--- config.mk ---
export PLATFORM = sky130hd
export DESIGN_NAME = tx_stream_mux
export DESIGN_NICKNAME = d
export VERILOG_FILES = /design/src/rtl/tx_stream_mux.sv
export SDC_FILE = /design/constraint.sdc
export NUM_CORES = 1
export LEC_CHECK = 0
export ABC_AREA = 1
export CAP_MARGIN = 20
export CORE_AREA = 2 2 130 132
export DETAILED_ROUTE_END_ITERATION = 8
export DIE_AREA = 0 0 132 134
export MAX_ROUTING_LAYER = met4
export PLACE_DENSITY = 0.74
export SKIP_LAST_GASP = 1
export SLEW_MARGIN = 20
export SYNTH_ARGS = -nofsm -noshare
export SYNTH_HDL_FRONTEND = slang
export SYNTH_SLANG_ARGS = --single-unit
--- constraint.sdc ---
create_clock -name clk -period 2.4 [get_ports clk]
set_input_delay 0.36 -clock clk [delete_from_list [all_inputs] [get_ports clk]]
set_output_delay 0.36 -clock clk [all_outputs]
set_load 0.02 [all_outputs]
--- src/rtl/tx_stream_mux.sv ---
`timescale 1ns/1ps
// tx_stream_mux
// Transmit-path stream multiplexer between the LTSSM-controlled sources and
// the PHY lane datapath. One of NSRC sources is forwarded to a registered
// LANES-byte output with ready/valid handshakes on both sides. A source change
// requested on sel_req is deferred until the current block has finished and
// the output register has drained, so no TLP, DLLP or ordered set is split.
//
// Build option:
//   TX_MUX_BLOCK_GUARD_EN  defined   : track src_last and defer switching
//                                      to block boundaries.
//                          undefined : src_last ignored; a switch starts on
//                                      the cycle after the request.
//
// Ports:
//   clk, reset_n  clock, asynchronous active-low reset
//   sel_req       requested source index (values >= NSRC ignored)
//   src_data      source i at bits [i*LANES*8 +: LANES*8]
//   src_datak     per-byte K flag per source
//   src_valid     per-byte valid per source; beat present when any bit set
//   src_last      final beat of a block/packet per source
//   src_ready     beat accepted from source i when present and ready
//   out_data      registered output beat
//   out_datak     registered K flags
//   out_valid     registered per-byte valid; all zero = empty
//   out_ready     downstream accepts the current output beat
//   cur_sel       source currently forwarded
//   switch_done   one-cycle pulse when cur_sel changes
module tx_stream_mux #(
    parameter int LANES     = 8,
    parameter int NSRC      = 3,
    parameter int SELW      = (NSRC > 1) ? $clog2(NSRC) : 1,
    parameter int RESET_SEL = 0
) (
    input  logic                     clk,
    input  logic                     reset_n,
    input  logic [SELW-1:0]          sel_req,
    input  logic [NSRC*LANES*8-1:0]  src_data,
    input  logic [NSRC*LANES-1:0]    src_datak,
    input  logic [NSRC*LANES-1:0]    src_valid,
    input  logic [NSRC-1:0]          src_last,
    output logic [NSRC-1:0]          src_ready,
    output logic [LANES*8-1:0]       out_data,
    output logic [LANES-1:0]         out_datak,
    output logic [LANES-1:0]         out_valid,
    input  logic                     out_ready,
    output logic [SELW-1:0]          cur_sel,
    output logic                     switch_done
);

    localparam int DW = LANES * 8;

    typedef enum logic [1:0] {
        ST_ACTIVE,
        ST_DRAIN,
        ST_SWITCH
    } state_t;

    state_t            r_state;
    state_t            w_state_nxt;

    logic [DW-1:0]     r_out_data;
    logic [LANES-1:0]  r_out_datak;
    logic [LANES-1:0]  r_out_valid;
    logic [SELW-1:0]   r_cur_sel;
    logic              r_switch_done;
    logic              r_run;

    logic [DW-1:0]     w_src_data;
    logic [LANES-1:0]  w_src_datak;
    logic [LANES-1:0]  w_src_valid;
    logic              w_src_last;
    logic              w_in_block;
    logic              w_req_ok;
    logic              w_stop;
    logic              w_full;
    logic              w_can_load;
    logic              w_ready_cur;
    logic              w_xfer;

    // Selected-source view
    always_comb begin
        w_src_data  = '0;
        w_src_datak = '0;
        w_src_valid = '0;
        w_src_last  = 1'b0;
        for (int unsigned i = 0; i < NSRC; i++) begin
            if (SELW'(i) == r_cur_sel) begin
                w_src_data  = src_data[i*DW +: DW];
                w_src_datak = src_datak[i*LANES +: LANES];
                w_src_valid = src_valid[i*LANES +: LANES];
                w_src_last  = src_last[i];
            end
        end
    end

    assign w_req_ok   = (sel_req != r_cur_sel) && (32'(sel_req) < NSRC);
    // A pending request outside a block stops acceptance at once, so no new
    // block is started on the cycle the switch is decided.
    assign w_stop     = w_req_ok && !w_in_block;
    assign w_full     = |r_out_valid;
    assign w_can_load = !w_full || out_ready;
    // r_run keeps src_ready low until the first edge after reset release.
    assign w_ready_cur = (r_state == ST_ACTIVE) && r_run && w_can_load && !w_stop;
    assign w_xfer      = w_ready_cur && (|w_src_valid);

`ifdef TX_MUX_BLOCK_GUARD_EN
    logic r_in_block;

    always_ff @(posedge clk or negedge reset_n) begin
        if (!reset_n) begin
            r_in_block <= 1'b0;
        end else if (r_state == ST_SWITCH) begin
            r_in_block <= 1'b0;
        end else if (w_xfer) begin
            r_in_block <= !w_src_last;
        end
    end

    assign w_in_block = r_in_block;
`else
    logic w_unused_last;

    assign w_in_block    = 1'b0;
    assign w_unused_last = w_src_last;
`endif

    // FSM: state register
    always_ff @(posedge clk or negedge reset_n) begin
        if (!reset_n) begin
            r_state <= ST_ACTIVE;
        end else begin
            r_state <= w_state_nxt;
        end
    end

    // FSM: next state
    always_comb begin
        w_state_nxt = r_state;
        unique case (r_state)
            ST_ACTIVE: begin
                // Leave once no block is open after this cycle's transfer.
                if (w_req_ok && (!w_in_block || (w_xfer && w_src_last))) begin
                    w_state_nxt = ST_DRAIN;
                end
            end
            ST_DRAIN: begin
                if (w_can_load) begin
                    w_state_nxt = ST_SWITCH;
                end
            end
            ST_SWITCH: begin
                w_state_nxt = ST_ACTIVE;
            end
            default: begin
                w_state_nxt = ST_ACTIVE;
            end
        endcase
    end

    // FSM: outputs
    always_comb begin
        src_ready = '0;
        for (int unsigned i = 0; i < NSRC; i++) begin
            src_ready[i] = w_ready_cur && (SELW'(i) == r_cur_sel);
        end
    end

    // Output register, selection and switch pulse.
    // cur_sel is committed on the DRAIN->SWITCH edge so that switch_done and
    // the new cur_sel are visible together during SWITCH.
    always_ff @(posedge clk or negedge reset_n) begin
        if (!reset_n) begin
            r_out_data    <= '0;
            r_out_datak   <= '0;
            r_out_valid   <= '0;
            r_cur_sel     <= SELW'(RESET_SEL);
            r_switch_done <= 1'b0;
            r_run         <= 1'b0;
        end else begin
            r_run         <= 1'b1;
            r_switch_done <= 1'b0;
            if (w_xfer) begin
                r_out_data  <= w_src_data;
                r_out_datak <= w_src_datak;
                r_out_valid <= w_src_valid;
            end else if (out_ready) begin
                r_out_valid <= '0;
            end
            if ((r_state == ST_DRAIN) && w_can_load && w_req_ok) begin
                r_cur_sel     <= sel_req;
                r_switch_done <= 1'b1;
            end
        end
    end

    assign out_data    = r_out_data;
    assign out_datak   = r_out_datak;
    assign out_valid   = r_out_valid;
    assign cur_sel     = r_cur_sel;
    assign switch_done = r_switch_done;

endmodule
### After elaboration in Yosys (flattened, before gate mapping)

Cells that the tools add are included.

| storage, ports and cells | value |
|---|---|
| input port bits | 248 |
| output and inout bits | 86 |
| register bits after elaboration | 86 |

| operators by class | value |
|---|---|
| order comparisons | 1 |
| muxes and demuxes | 15 |
| reductions and logical operators | 19 |
| equal/unequal tests | 6 |

Operator list:

| kind | number |
|---|---|
| two-way mux 64 bit | 3 |
| two-way mux 8 bit | 8 |
| OR reduction 8 bit | 2 |
| logical AND 1 bit | 10 |
| logical NOT 2 bit | 2 |
| two-way mux 2 bit | 2 |
| != test 2 bit, second input constant | 2 |
| one-hot mux 2 bit (2 select lines) | 1 |
| equality test 1 x 2 -> 1 bit, first input constant | 1 |
| equality test 2 x 1 -> 1 bit, second input constant | 1 |
| equality test 2 bit, first input constant | 1 |
| logical NOT 1 bit | 2 |
| less-than comparator 2 bit, second input constant | 1 |
| != test 2 bit | 1 |
| AND reduction 2 bit | 1 |
| nonzero test 2 bit | 1 |
| logical OR 1 bit | 1 |
| two-way mux 1 bit | 1 |

### Logic depth before layout (Yosys ltp)

| depth | value |
|---|---|
| word-level depth | 7 |
| gate-level depth with buffers | 13 |
| mapped depth without buffers | 10 |

### Worst setup path after synthesis

No wires, ideal clock.

| timing path | value |
|---|---|
| kind | register to output |
| from | reg r_cur_sel[0], in the netlist cur_sel[0] |
| to | out src_ready[0] |
| slack | 446 ps |
| data arrival time | 1594 ps |
| required time | 2040 ps |
| path buffers | 1 |
| stages on the path, launching flop included | 9 |
| cell sequence | dfrtp_1 > buf_6 > nor2_4 > inv_2 > o211ai_2 > nand2_2 > nor2_8 > inv_1 > nor2_1 |

| on the way | value |
|---|---|
| cells in the longest elaborated chain, start to end | 5 |
| elaborated cells between the ends (all ways) | 6 |
| those cells by class | eq/ne: 1; reduce/logical: 5 |

Ends and longest elaborated chain:

| what | RTL line | RTL |
|---|---|---|
| start, declared | 65 | `logic [SELW-1:0] r_cur_sel;` |
| start signal, assigned | 177 | `r_cur_sel <= SELW'(RESET_SEL);` |
| start signal, assigned | 191 | `r_cur_sel <= sel_req;` |
| != test 2 bit | 97 | `assign w_req_ok = (sel_req != r_cur_sel) && (32'(sel_req) < NSRC);` |
| logical AND 1 bit | 97 |  |
| logical NOT 1 bit | 104 | `assign w_ready_cur = (r_state == ST_ACTIVE) && r_run && w_can_load && !w_stop;` |
| logical AND 1 bit | 104 |  |
| logical AND 1 bit * | 165 | `src_ready[i] = w_ready_cur && (SELW'(i) == r_cur_sel);` |
| end, declared | 42 | `output logic [NSRC-1:0] src_ready,` |

Every way passes the cells marked *; elsewhere a longest branch is shown, timed or not.

### Worst setup path after layout

| timing path | value |
|---|---|
| from | reg r_cur_sel[1], in the netlist cur_sel[1] |
| to | out src_ready[1] |

Same word-level chain as after synthesis.

==> flow_summary.yaml <==
outcome:
  status: "complete, but fails checks"
  violations: "negative hold slack"
clock_network:
  cts_buffer_depth: 2
  cts_tree: "built"
  path_clk_slew_ns: 0.06
  post_cts_buffers: 0
  cts_root_buf: "clkbuf_16"
  cts_num_sinks: 86
  cts_buffers: 9
  ctsHtreeMaxLevel: 3
  clock_latency_ns: 0.33
power_and_ir_drop:
  power.leakage_nw: 3.92
  vdd_drop_max_v: 0.000696
  seqPwrFrac: 0.262
  p_comb_frac: 0.595
  p_sw_w: 0.00391
  power.internal_w: 0.00523
  clkPwrFrac: 0.143
  power_density_nw_per_um2: 1060
  p_sw_frac: 0.428
synthesis:
  synth-warning-count: 0
  syn-cell-area_um2: 4830
  yosys.area.top_type: "dfrtp_1"
  yosys.area.top_type_share: 0.446
  synth_cell_types: 28
  avgSynthCellArea_um2: 7.92
  syn-num-nets: 858
  synth_area_leaders: "dfrtp_1 45%, a221oi_1 13%, nand2_1 8.2%, nor2_1 7.4%, inv_1 6.8%"
  synthCells: 610
  ys_seq_elements: 86
  seq_area_frac_synth: 0.446
drt:
  drt_iter0_drc: 191
  route.antenna.remaining_nets: 0
  drc: 0
  viasPerCell: 4.61
  wl_um: 16600
  vias: 5311
  wl_per_cell_um: 14.4
  first_pass_iters: 4
place:
  dpl_worst_slack_ns: -0.0934
  hpwl_um: 12800
  gp_congestion: 0.839
  io_buffers: 330
  dp_cells: 1137
  dpl_cell_area_um2: 8320
sta:
  setup_slack_ns: 0.175
  maxSlewViolCount: 0
  setup_tns_ns: 0
  fin_crit_ns: 2.22
  holdWs_ns: -0.00973
  finClkSkew_ns: 0.00793
  period_share: 0.927
  slew_headroom: 0.466
  worst_pin_slew_ns: 0.802
  rsz0062_at_grt: "false"
  hold_violations: 6
  fmax_ghz: 0.449
  final-setup-viol-count: 0
die:
  core-area_um2: 16300
  start_util: 0.296
  die-area_um2: 17700
  ioPinCount: 334
  placementRows: 47
  die_y_um: 134
  die_w_um: 132
cells_and_area:
  final_cell_mix: "326 x clkdlybuf4s50_1, 103 x nand2_1, 95 x nor2_1, 88 x inv_1, 85 x dfrtp_1"
  drive_above_1_share: 0.0569
  area_growth_pct: 78.0
  antenna_cells: 0
  fin_util: 0.528
  final_cell_area_um2: 8600
  stdcell_count: 1152
  final_common_cell: "clkdlybuf4s50_1"
  final_nets: 1176
worst_hold_path:
  hold_path_class: "primary input to asynchronous set/reset pin"
global_route:
  grt_pass1_vias: 5246
  grt_usage: 0.191
  grt_overflow: 0
  antenna_found_initial: 0
  grt_first_pass_wirelength_um: 26500
  grt_max_degree: 73
critical_path:
  crit_path_end_kind: "output port"
  worstPathMaxFanout: 9
  cp.arrival_ns: 1.86
  critPathRequiredTime_ns: 2.04
  criticalPathCategory: "register to output port"
  setup.worst_path.start_class: "register"
flow_run:
  cap_violations: 0
worst paths after layout:
path	start	to	slack [ns]	cells after the start
max	cur_sel[1]	src_ready[1]	0.18	7
min	reset_n	switch_done	-0.01	1
max reg2reg	cur_sel[0]	out_datak[7]	0.26	12
min reg2reg	r_state[1]	r_state[1]	0.47	1
max in group asynchronous	reset_n	out_valid[2]	1.79	2
min in group clk	r_state[1]	r_state[1]	0.47	1
worst max-delay path, cell delays in order (launching register included):
cell and delay, ns:
dfrtp_1 0.40, buf_4 0.18, o211ai_1 0.20, nand2_2 0.13, nor2_8 0.12, inv_1 0.08
nor2_1 0.08, dlygate4sd2_1 0.34
logic make-up after synthesis:
logic type / count (synthesis) / share of synthesized area
other: 1 / 0.000777
AO/OA/AOI/OAI: 150 / 0.214
buffers and inverters: 133 / 0.126
flip-flops: 86 / 0.446
AND/OR/NAND/NOR: 240 / 0.214
power groups by stage:
stage / clock network [W] / registers, W / logic, W
after floorplan: 0 / 0.00310 / 0.00251
after global placement: 0 / 0.00239 / 0.00544
after detailed placement: 0 / 0.00241 / 0.00548
after CTS: 0.00135 / 0.00240 / 0.00549
after global routing: 0.00141 / 0.00248 / 0.00592
final: 0.00130 / 0.00240 / 0.00544
layout make-up:
| cell class | count | area, µm² |
|---|---|---|
| clock buffer | 11 | 253 |
| clock inverter | 4 | 22.5 |
| tap | 220 | 275 |
| multi-input combinational | 391 | 2070 |
| inverter | 92 | 348 |
| timing repair buffer | 348 | 3470 |
| fill | 1582 | 7690 |
| sequential | 86 | 2150 |
sequential cells by signal, summed over array words and instances, names as in the netlist:
register     cells
out_data        64
switch_done      1
r_run            1
cur_sel          2
r_state          2
out_datak        8
out_valid        8
per-layer routing:
layer	up-vias	routed length (µm)	global-route usage
met4	0	412	0.0707
met3	26	870	0.0355
met5	-	0	-
met1	2413	6890	0.225
li1	2683	-	-
met2	189	8470	0.325
per-stage QoR:
stage,power (W),hold slack (ns)
floorplan,0.00562,0.0644
global placement,0.00784,0.374
detailed placement,0.00789,0.381
CTS,0.00924,0.0109
global route,0.00981,0.0202
finish,0.00914,-0.00973
synth_stat cells (all sizes together):
| cell type | n |
|---|---|
| inv | 91 |
| nand2 | 110 |
| dfrtp | 86 |
| or2 | 1 |
| nor3 | 1 |
| nand4 | 1 |
| o21ai | 76 |
| o211ai | 2 |
| nand3 | 20 |
| clkinv | 1 |
| buf | 26 |
| nor2 | 100 |
| nand3b | 7 |
| conb | 1 |
| a221oi | 72 |
| clkbuf | 15 |
timing repair:
action,in CTS,in global routing
setup endpoints to repair,3,23
resized for setup,4,3
cloned,0,0
hold buffers,0,0
(Power assumes the default switching activity.)
==> RTL change (config.mk and constraints unchanged) <==
`NSRC`: 3 -> 2.
--- a/src/rtl/tx_stream_mux.sv
+++ b/src/rtl/tx_stream_mux.sv
@@ -30,3 +30,3 @@
     parameter int LANES     = 8,
-    parameter int NSRC      = 3,
+    parameter int NSRC      = 2,
     parameter int SELW      = (NSRC > 1) ? $clog2(NSRC) : 1,
Ports: changed (7 resized); port bits go from 334 to 250. No check against the original RTL was run, so the function may have changed too.
==> RTL change against the unedited design <==
Final area down 18%. Power down 9.8%. Highest routed layer unchanged. Die area unchanged. Routed wire length down 29%. Setup slack better by 81 ps. Sequential cell count down 1. Largest cell class unchanged. Cell count down 23%. Worst hold slack better by 430 ps. Clock skew up 0.95 ps. Critical endpoint is now src_ready[0]. Area after synthesis down 15%. Maximum frequency up 3.8%.
==> RTL change: results <==
metrics = {
    "run_status": {
        "status": "complete, no violations",
    },
    "drt": {
        "drt_pre_antenna_iters": 4,
        "vias": 3715,
        "wire_per_inst_um": 13.3,
        "dr.first_iter.drc_count": 109,
    },
    "layout": {
        "clkbuf_count": 12,
        "finalCoreUtilization_pct": 43.4,
        "buffer_area_share_pct": 36.4,
        "nNonClkBuffers": 256,
        "nets": 830,
        "nNonClkInverters": 19,
        "drive_gt1_share_pct": 4.93,
        "final-clk-cell-share_pct": 4.09,
        "seq_area_um2": 2130,
        "fillers": 1619,
        "fin_cells": 889,
        "multi_input_cells": 293,
    },
    "power": {
        "switching_share_pct": 39.7,
        "power_leakage_nw": 3.14,
        "pg_comb_mw": 4.49,
        "vdd_drop_max_mv": 0.457,
        "finalPower_mw": 8.24,
        "clkPwrFrac_pct": 16.1,
    },
    "grt": {
        "grt_max_degree": 87,
        "global_route.usage.total_pct": 14.2,
        "grt_pass1_wl_mm": 19.5,
        "grt_pass1_vias": 3836,
    },
    "placement": {
        "gp_congestion": 0.783,
        "dp_hpwl_mm": 9.22,
        "numPortBuffers": 247,
        "dpl_cell_area_um2": 6770,
        "place_ws_ps": -22.6,
        "dpl.cell_count": 872,
    },
    "yosys": {
        "netlist_top_cells_count": "nand2_1, dfrtp_1, mux2i_1",
        "synth.avg_cell_area_um2": 9.74,
        "synth_fp_nets": 588,
        "synth-seq-area-share_pct": 51.7,
        "synth_cell_types": 24,
    },
    "setup_path": {
        "max_stage_delay_ps": 480,
        "critical_path.top_delay_family": "flip-flops",
        "cp_slowest_cell": "dfrtp_4",
    },
    "floorplan": {
        "nWellTaps": 220,
    },
    "cts": {
        "clock_sinks": 85,
        "clock_latency_ps": 340,
    },
    "timing": {
        "tightest_slew_ps": 678,
        "hold_violations": 0,
        "skew_ps": 8.88,
    },
}
## RTL change: cell count changes in the layout (fill, tap and decap cells not counted), sizes merged, moves of 2 or more
cell           delta
nor2             -88
clkdlybuf4s50    -82
a221oi           -72
inv              -72
mux2i            +72
nand3            -11
buf              -10
clkinv            -2
nand2             +2
o211ai            -2
## RTL change: path summary, 6_finish.rpt
path | startpoint | endpoint | slack (ps) | depth (start not counted)
hold reg to reg | r_state[1]$_DFFE_PN0P_ | r_state[0]$_DFFE_PN0P_ | 480 | 1
hold / removal | reset_n | out_data[27]$_DFFE_PN0P_ | 420 | 2
max in group asynchronous | reset_n | cur_sel$_DFFE_PN0P_ | 1340 | 3
setup reg to reg | cur_sel$_DFFE_PN0P_ | out_data[24]$_DFFE_PN0P_ | 380 | 11
setup / recovery | cur_sel$_DFFE_PN0P_ | src_ready[0] | 260 | 4
min in group clk | r_state[1]$_DFFE_PN0P_ | r_state[0]$_DFFE_PN0P_ | 480 | 1
## RTL change: kinds of logic (layout without fill, tap and decap cells)
kind of cell / count (synthesis) / in the layout / synth area share [%]
mux: 72 / 72 / 17.5
other cells: 1 / 1 / 0.0912
simple gates: 143 / 143 / 14.7
buf+inv: 44 / 291 / 6.21
xor+xnor: 1 / 1 / 0.213
flops: 85 / 85 / 51.7
compound gates: 76 / 76 / 9.49
## RTL change: repair_timing
action / CTS / global route
hold buffers: 1 / 0
gates resized for setup: 2 / 0
setup endpoints to repair: 2 / 0
endpoints found under the hold margin: 13 / 0
## RTL change: metal layers
metal / track usage [%] / routed length [µm] / vias up
li1: - / - / 1901
met1: 16.7 / 5080 / 1645
met2: 23.4 / 5690 / 151
met3: 3.59 / 832 / 18
met4: 5.80 / 263 / 0
met5: - / 0 / -
